--- src/rtl/led_scan_controller.sv ---
// HUB75 row-scan sequencer: paces AL422 reads against the pixel-pair strobe, then blanks, latches and steps row/PWM.
// Optional SCAN_FRAME_CNT_EN adds a 16-bit frame_cnt output counting PWM wraps.
module led_scan_controller #(
   parameter int COLS         = 64,
   parameter int ROW_BITS     = 4,
   parameter int BLANK_CYCLES = 2,
   parameter int RRST_CYCLES  = 4
) (
   input  logic                in_clk,
   input  logic                in_nrst,
   input  logic                enable,
   input  logic                pwm_cntr_strobe,
   output logic [5:0]          pwm_value,
   output logic [ROW_BITS-1:0] row_addr,
   output logic                led_lat,
   output logic                led_oe_n,
   output logic                al_re_n,
   output logic                al_rrst_n,
   output logic                frame_done
`ifdef SCAN_FRAME_CNT_EN
   ,
   output logic [15:0]         frame_cnt
`endif
);

   localparam int COL_W   = (COLS > 1) ? $clog2(COLS) : 1;
   localparam int TMR_MAX = (BLANK_CYCLES > RRST_CYCLES) ? BLANK_CYCLES : RRST_CYCLES;
   localparam int TMR_W   = (TMR_MAX > 1) ? $clog2(TMR_MAX) : 1;

   localparam logic [COL_W-1:0]    COL_LAST   = COL_W'(COLS - 1);
   localparam logic [TMR_W-1:0]    RRST_LAST  = TMR_W'(RRST_CYCLES - 1);
   localparam logic [TMR_W-1:0]    BLANK_LAST = TMR_W'(BLANK_CYCLES - 1);
   localparam logic [ROW_BITS-1:0] ROW_LAST   = {ROW_BITS{1'b1}};

   typedef enum logic [2:0] {
      S_IDLE    = 3'd0,
      S_RRST    = 3'd1,
      S_SYNC    = 3'd2,
      S_SHIFT   = 3'd3,
      S_BLANK   = 3'd4,
      S_LATCH   = 3'd5,
      S_ADVANCE = 3'd6
   } state_t;

   state_t              r_state,       w_state;
   logic [COL_W-1:0]    r_col_cnt,     w_col_cnt;
   logic [TMR_W-1:0]    r_tmr,         w_tmr;
   logic [ROW_BITS-1:0] r_shift_row,   w_shift_row;
   logic [5:0]          r_pwm_value,   w_pwm_value;
   logic [ROW_BITS-1:0] r_row_addr,    w_row_addr;
   logic                r_led_lat,     w_led_lat;
   logic                r_led_oe_n,    w_led_oe_n;
   logic                r_al_re_n,     w_al_re_n;
   logic                r_al_rrst_n,   w_al_rrst_n;
   logic                r_frame_done,  w_frame_done;

   // State and output registers; every output is taken straight from a flop.
   always_ff @(posedge in_clk or negedge in_nrst) begin
      if (!in_nrst) begin
         r_state      <= S_IDLE;
         r_col_cnt    <= '0;
         r_tmr        <= '0;
         r_shift_row  <= '0;
         r_pwm_value  <= 6'd0;
         r_row_addr   <= '0;
         r_led_lat    <= 1'b0;
         r_led_oe_n   <= 1'b1;
         r_al_re_n    <= 1'b1;
         r_al_rrst_n  <= 1'b1;
         r_frame_done <= 1'b0;
      end else begin
         r_state      <= w_state;
         r_col_cnt    <= w_col_cnt;
         r_tmr        <= w_tmr;
         r_shift_row  <= w_shift_row;
         r_pwm_value  <= w_pwm_value;
         r_row_addr   <= w_row_addr;
         r_led_lat    <= w_led_lat;
         r_led_oe_n   <= w_led_oe_n;
         r_al_re_n    <= w_al_re_n;
         r_al_rrst_n  <= w_al_rrst_n;
         r_frame_done <= w_frame_done;
      end
   end

   // Next-state and next-output logic; outputs change on the edge that enters a state.
   always_comb begin
      w_state      = r_state;
      w_col_cnt    = r_col_cnt;
      w_tmr        = r_tmr;
      w_shift_row  = r_shift_row;
      w_pwm_value  = r_pwm_value;
      w_row_addr   = r_row_addr;
      w_led_lat    = 1'b0;
      w_led_oe_n   = r_led_oe_n;
      w_al_re_n    = r_al_re_n;
      w_al_rrst_n  = r_al_rrst_n;
      w_frame_done = 1'b0;

      case (r_state)
         S_IDLE: begin
            w_led_oe_n = 1'b1;
            w_al_re_n  = 1'b1;
            if (enable) begin
               w_state     = S_RRST;
               w_al_rrst_n = 1'b0;
               w_tmr       = '0;
            end else begin
               w_state = S_IDLE;
            end
         end
         S_RRST: begin
            if (r_tmr == RRST_LAST) begin
               w_state     = S_SYNC;
               w_al_rrst_n = 1'b1;
            end else begin
               w_tmr = r_tmr + TMR_W'(1);
            end
         end
         S_SYNC: begin
            if (!enable) begin
               w_state    = S_IDLE;
               w_led_oe_n = 1'b1;
            end else if (pwm_cntr_strobe) begin
               w_state   = S_SHIFT;
               w_col_cnt = '0;
               w_al_re_n = 1'b0;
            end else begin
               w_state = S_SYNC;
            end
         end
         S_SHIFT: begin
            // Blanking starts on the edge after the last column so the panel never shows a half-shifted row.
            if (pwm_cntr_strobe) begin
               if (r_col_cnt == COL_LAST) begin
                  w_state    = S_BLANK;
                  w_al_re_n  = 1'b1;
                  w_led_oe_n = 1'b1;
                  w_tmr      = '0;
               end else begin
                  w_col_cnt = r_col_cnt + COL_W'(1);
               end
            end else begin
               w_state = S_SHIFT;
            end
         end
         S_BLANK: begin
            if (r_tmr == BLANK_LAST) begin
               w_state    = S_LATCH;
               w_led_lat  = 1'b1;
               w_row_addr = r_shift_row;
            end else begin
               w_tmr = r_tmr + TMR_W'(1);
            end
         end
         S_LATCH: begin
            w_state    = S_ADVANCE;
            w_led_oe_n = 1'b0;
         end
         S_ADVANCE: begin
            w_shift_row = r_shift_row + ROW_BITS'(1);
            if (r_shift_row == ROW_LAST) begin
               w_pwm_value  = r_pwm_value + 6'd1;
               w_frame_done = (r_pwm_value == 6'd63);
               w_state      = S_RRST;
               w_al_rrst_n  = 1'b0;
               w_tmr        = '0;
            end else begin
               w_state = S_SYNC;
            end
         end
         default: begin
            w_state     = S_IDLE;
            w_led_oe_n  = 1'b1;
            w_al_re_n   = 1'b1;
            w_al_rrst_n = 1'b1;
         end
      endcase
   end

   assign pwm_value  = r_pwm_value;
   assign row_addr   = r_row_addr;
   assign led_lat    = r_led_lat;
   assign led_oe_n   = r_led_oe_n;
   assign al_re_n    = r_al_re_n;
   assign al_rrst_n  = r_al_rrst_n;
   assign frame_done = r_frame_done;

`ifdef SCAN_FRAME_CNT_EN
   logic [15:0] r_frame_cnt;

   // Frame counter advances on the same edge that raises frame_done.
   always_ff @(posedge in_clk or negedge in_nrst) begin
      if (!in_nrst) begin
         r_frame_cnt <= 16'd0;
      end else if (w_frame_done) begin
         r_frame_cnt <= r_frame_cnt + 16'd1;
      end else begin
         r_frame_cnt <= r_frame_cnt;
      end
   end

   assign frame_cnt = r_frame_cnt;
`endif

endmodule

--- config.mk ---
export PLATFORM = sky130hd
export DESIGN_NAME = led_scan_controller
export DESIGN_NICKNAME = d
export VERILOG_FILES = /design/src/rtl/led_scan_controller.sv
export SDC_FILE = /design/constraint.sdc
export NUM_CORES = 1
export LEC_CHECK = 0
export ABC_AREA = 0
export CORE_MARGIN = 8
export CORE_UTILIZATION = 55
export CTS_CLUSTER_DIAMETER = 100
export DETAILED_ROUTE_END_ITERATION = 7
export GPL_ROUTABILITY_DRIVEN = 0
export PLACE_DENSITY = 0.89
export SYNTH_ARGS = -nofsm -noshare
export SYNTH_HDL_FRONTEND = slang
export SYNTH_SLANG_ARGS = --single-unit
--- constraint.sdc ---
create_clock -name in_clk -period 2.3 [get_ports in_clk]
set_clock_uncertainty 0.05 [all_clocks]
set_input_delay 0.345 -clock in_clk [delete_from_list [all_inputs] [get_ports in_clk]]
set_output_delay 0.345 -clock in_clk [all_outputs]
set_load 0.01 [all_outputs]
==> impl_metrics.yaml, run 1 <==
run_status:
  status: "finished, final reports clean"
critical_path:
  critPathLaunch: "r_col_cnt[0]$_DFFE_PN0P_"
  arrival_ps: 2200
  crit_path_end_kind: "register"
  critPathKind: "register to register"
  cp_max_fo: 6
  reg2reg_from: "r_col_cnt[0]$_DFFE_PN0P_"
  worstPathRequired_ps: 2490
  cp-start-kind: "register"
placement:
  hpwl_um: 2468
  io_buffers: 18
  post-place-ws_ps: 149.5
route:
  via_count: 1350
  ant_nets: 0
  wl_per_cell_um: 15.38
  wirelength_um: 3399
  drt_iter0_markers: 71
  firstDrtPassIters: 4
  viasPerCell: 6.109
  drcViolationCount: 0
logic_synthesis:
  syn_nets: 176
  synth_ff_type: "dfrtp_1"
  synth_top_family_by_area: "simple AND/OR/NAND/NOR gates"
  async_reset_ff_share_pct: 100.0
  synth_compound_area_share_pct: 16.42
  synth_seq_area_share_pct: 46.28
  synth_edf_count: 0
  synth.avg_cell_area_um2: 9.762
  ys_seq_elements: 30
  yosys_warnings: 0
  synthMuxAreaShare_pct: 5.449
  synth_xor_area_share_pct: 4.835
  netlist_instances: 167
  synthAdderAreaFrac_pct: 3.837
  yosys.area_share.simple_pct: 18.42
  mappedNetlistArea_um2: 1630
  synth_cell_types: 47
hold_path:
  worstHoldPathType: "primary input to asynchronous set/reset pin"
clock_network:
  cts-resized-gates: 0
  post_cts.repair.setup_buffers: 0
  cts_tree: "built"
  root_buffer: "clkbuf_4"
  clk_latency_ps: 330
  cts.path.max_buffers: 2
  cts.clk_slew.worst_paths_ps: 100
  hold_buffers: 0
  cts_buffers: 5
  htree_levels: 2
  cts_sinks: 30
die:
  die_x_um: 70.45
  io_pins: 19
  initial_core_util_pct: 58.61
  die_h_um: 70.45
  rows: 19
  die-area_um2: 4963
  coreArea_um2: 2781
sta:
  worst_slack_ps: 287.1
  fmax_ghz: 0.4968
  tns_ps: 0
  rsz0062_at_grt: "no"
  tightest_slew_ps: 514.0
  hold_viol_final: 0
  fin_crit_sh_pct: 87.52
  drv_slew: 0
  slew_headroom_pct: 64.85
  fin_crit_ps: 2013
  setup_viol: 0
global_routing:
  grt-ovfl-total: 0
  grt_antenna_before_repair: 0
  grt_max_degree: 31
  grt_pass1_wl_um: 6051
  grt_pass1_vias: 1400
  grtUsageTotal_pct: 14.78
pwr:
  leakagePower_nw: 0.8615
  irDropWorstVdd_v: 0.0007070
  power_density_nw_per_um2: 869.2
flow_run:
  maxCapViolCount: 0
layout:
  area_delta_synth_final_pct: 17.88
  fin_nets: 198
  drive_above_1_share_pct: 12.63
  fill_cells: 209
  n_antenna_cell: 0
-- path summary, 6_finish.rpt --
path	depth (start not counted)	slack, ps	end
min in group in_clk	1	450	pwm_value[5]$_DFFE_PN0P_
hold reg to reg	1	450	pwm_value[5]$_DFFE_PN0P_
setup reg to reg	5	290	r_col_cnt[3]$_DFFE_PN0P_
hold / removal	2	330	pwm_value[3]$_DFFE_PN0P_
setup / recovery	5	290	r_col_cnt[3]$_DFFE_PN0P_
max in group asynchronous	2	1550	led_oe_n$_DFFE_PN1P_
-- cell usage after synthesis (3+ instances only) --
cell type | count | area share (%)
a211oi_1 | 3 | 1.4
a21oi_1 | 3 | 0.92
and3_1 | 4 | 1.5
clkbuf_1 | 4 | 0.92
dfrtp_1 | 27 | 41
dfstp_2 | 3 | 4.8
ha_1 | 5 | 3.8
inv_1 | 6 | 1.4
mux2_2 | 5 | 3.5
nand2_1 | 15 | 3.5
nand3_1 | 7 | 2.1
nand3b_1 | 3 | 1.4
nor2_1 | 14 | 3.2
nor2b_1 | 6 | 2.3
o21ai_0 | 4 | 1.2
o21ai_1 | 9 | 2.8
o221ai_1 | 3 | 1.6
xnor2_1 | 6 | 3.2
xor2_1 | 3 | 1.6
-- flip-flops by register name, summed over array words and instances (netlist names) --
name and count:
row_addr 4, led_oe_n 1, r_col_cnt 6, r_tmr 2, pwm_value 6, frame_done 1, r_state 3, led_lat 1
al_re_n 1, r_shift_row 4, al_rrst_n 1
-- per-stage QoR --
step	instance area, um2	cells	power, mW	hold slack, ps	util, %
2_1_floorplan	1630	167	1.115	-0.5911	-
3_3_place_gp	1843	213	1.243	428.9	66.26
3_5_place_dp	1843	213	1.277	442.8	66.26
4_1_cts	1922	221	1.673	330.6	69.10
5_1_grt	1922	221	1.786	357.1	69.10
6_report	1922	221	1.671	329.9	69.10
-- report_power, final --
part           internal, mW  switching [mW]
Sequential            0.598          0.0811
Clock                 0.209           0.183
Combinational         0.273           0.327
Total                  1.08           0.591
-- metal layers --
layer / GRT usage, % / share of wire, %
met2: 23.44 / 46
met4: 8.482 / 2.9
met3: 6.497 / 10
met5: 0 / 0
met1: 15.99 / 41
-- layout by cell type, fill, tap and decap left out, types with 2 or more instances in the layout --
cell	n
nor2_1	14
inv_1	6
o22ai_1	2
xnor2_1	6
clkbuf_4	5
and3_1	4
a2bb2oi_1	2
clkbuf_8	3
o21ai_0	4
buf_4	6
mux2_2	5
dfrtp_1	27
nand3b_1	3
ha_1	5
nor3_1	2
nand3_1	7
dfstp_2	3
a21oi_1	3
or2_1	2
o21ai_1	9
o221ai_1	3
nor2b_1	6
a211oi_1	3
mux2_1	2
clkdlybuf4s50_1	18
a31oi_1	2
xor2_1	3
nand2_1	15
nand4_1	2
-- critical path, cell delays in order (launching register included) --
cell	delay (ps)
dfrtp_1	430
ha_1	260
and3_1	260
a311o_1	410
or2_1	280
o31ai_1	230
-- logic make-up after synthesis --
| family | count (synthesis) |
|---|---|
| DFF | 30 |
| AOI/OAI and AO/OA | 39 |
| adders and majority gates | 5 |
| buffers and inverters | 16 |
| and+or+nand+nor | 60 |
| xor gates and xnor gates | 9 |
| muxes | 8 |
-- area by class of cell --
cell class	count	area [um2]	share of cell area, %
timing repair buffer	24	225.2	11.72
sequential	30	754.5	39.26
inverter	7	26.28	1.367
clock buffer	8	78.83	4.102
multi-input combinational	121	798.3	41.54
tap	31	38.79	2.018
Note: power is estimated with default switching activity, not from simulation.
==> inputs of run 2 (changes only) <==
CORE_UTILIZATION = 62   (was 55)
CTS_CLUSTER_DIAMETER = default   (was 100)
DONT_BUFFER_PORTS = 1   (was default)
PLACE_DENSITY = 0.88   (was 0.89)
==> run 2 against run 1 <==
Compared with the run above: non-clock buffer count decreased by 17; critical path depth stayed put; utilization is 1.3 points higher; via count down 4.1%.
==> impl_metrics.yaml, run 2 (same netlist as run 1, synthesis figures left out) <==
critical_path:
  arrival_ps: 2170
  crit_path_end_kind: "register"
  critPathLaunch: "r_col_cnt[0]$_DFFE_PN0P_"
  r2r_slack_ps: 320
  cp-start-kind: "register"
  reg2reg_from: "r_col_cnt[0]$_DFFE_PN0P_"
  cp_max_fo: 6
  reg2reg_depth: 5
  worstPathRequired_ps: 2490
  critPathKind: "register to register"
  regToRegEndpoint: "r_col_cnt[3]$_DFFE_PN0P_"
  endpoint: "r_col_cnt[3]$_DFFE_PN0P_"
sta:
  fin_crit_sh_pct: 85.98
  drv_slew: 0
  hold_slack_ps: 109.6
  tightest_slew_ps: 527.9
  rsz0062_at_grt: "no"
  setup_viol: 0
  slew_headroom_pct: 63.90
  fmax_ghz: 0.5057
  fin_crit_ps: 1978
  tns_ps: 0
  hold_viol_final: 0
pwr:
  power_density_nw_per_um2: 906.3
  power_frac_comb_pct: 36.0
  irDropWorstVdd_v: 0.0006637
  power.total_mw: 1.581
  power.net_switching_mw: 0.5849
  sw_frac_of_total_pct: 37.00
  intPower_mw: 0.9959
  leakagePower_nw: 0.7968
  clkPwrFrac_pct: 20.8
  pwr-share-seq_pct: 43.3
clock_network:
  cts.path.max_buffers: 2
  cts_buffers: 5
  cts_tree: "built"
  clk_latency_ps: 330
  cts_sinks: 30
  cts-resized-gates: 0
  post_cts.repair.setup_buffers: 0
  cts.clk_slew.worst_paths_ps: 90
  root_buffer: "clkbuf_4"
  hold_buffers: 2
  htree_levels: 2
layout:
  utilization_pct: 70.40
  layout.cells.most_common_list: "27 x dfrtp_1, 15 x nand2_1, 14 x nor2_1, 9 x o21ai_1, 7 x nand3_1"
  fin_nets: 181
  area_delta_synth_final_pct: 6.984
  n_antenna_cell: 0
  drive_above_1_share_pct: 13.29
  final_common_cell: "dfrtp_1"
route:
  wl_per_cell_um: 16.86
  viasPerCell: 6.379
  via_count: 1295
  wirelength_um: 3422
  ant_nets: 0
  firstDrtPassIters: 4
  drt_iter0_markers: 85
  drcViolationCount: 0
hold_path:
  worstHoldPathType: "primary input to register"
global_routing:
  grt_antenna_before_repair: 0
  grt-ovfl-total: 0
  grtUsageTotal_pct: 16.96
  grt_pass1_vias: 1229
  grt_pass1_wl_um: 5858
  grt_max_degree: 31
placement:
  io_buffers: 0
  hpwl_um: 2442
run_status:
  status: "finished, final reports clean"
die:
  coreArea_um2: 2477
  io_pins: 19
  die-area_um2: 4527
  initial_core_util_pct: 65.81
  die_h_um: 67.28
  rows: 18
  die_x_um: 67.28
flow_run:
  maxCapViolCount: 0
[run 2: changes by cell type in the layout (fill, tap and decap cells not counted), sizes merged]
cell,change
clkinv,+1
clkdlybuf4s50,-18
clkbuf,-1
dlygate4sd3,+1
[run 2: critical path: stages, from the launching register on]
cell and delay [ps]:
dfrtp_1 420, ha_1 250, and3_1 250, a311o_1 400
or2_1 280, o31ai_1 240
[run 2: worst min path at each step]
stage / from / to / cells past startpoint
final: pwm_cntr_strobe / r_col_cnt[4]$_DFFE_PN0P_ / 2
after global routing: pwm_cntr_strobe / r_col_cnt[4]$_DFFE_PN0P_ / 2
after floorplan: in_nrst / frame_done$_DFF_PN0_ / 0
after detailed placement: in_nrst / frame_done$_DFF_PN0_ / 0
after CTS: pwm_cntr_strobe / r_col_cnt[4]$_DFFE_PN0P_ / 2
after global placement: in_nrst / pwm_value[2]$_DFFE_PN0P_ / 0
[run 2: power groups by stage]
stage	logic (mW)	clock network [mW]	registers [mW]
after floorplan	0.461	0	0.654
after global placement	0.518	0	0.683
after detailed placement	0.539	0	0.691
after CTS	0.560	0.338	0.682
after global routing	0.639	0.371	0.697
final	0.568	0.328	0.684
[run 2: per-layer routing]
| metal | up-vias | wire (um) | GRT usage (%) |
|---|---|---|---|
| met2 | 59 | 1652 | 28.08 |
| met5 | - | 0 | 0 |
| met3 | 11 | 321 | 6.788 |
| met4 | 0 | 72 | 7.050 |
| li1 | 599 | - | - |
| met1 | 626 | 1376 | 19.08 |
[run 2: layout make-up]
| type | instances | area (um2) |
|---|---|---|
| well taps | 30 | 37.54 |
| flip-flops and latches | 30 | 754.5 |
| fillers | 183 | 733.2 |
| repair buffers | 7 | 67.56 |
| inverters | 7 | 26.28 |
| clock inverters | 1 | 5.005 |
| clock buffers | 7 | 55.05 |
| multi-input cells | 121 | 798.3 |
[run 2: metrics by stage]
stage / setup WS [ps] / area, um2 / instances
global placement: 427.9 / 1654 / 193
global route: 214.4 / 1744 / 203
floorplan: 397.1 / 1630 / 167
finish: 322.4 / 1744 / 203
CTS: 325.0 / 1744 / 203
detailed placement: 347.5 / 1654 / 193
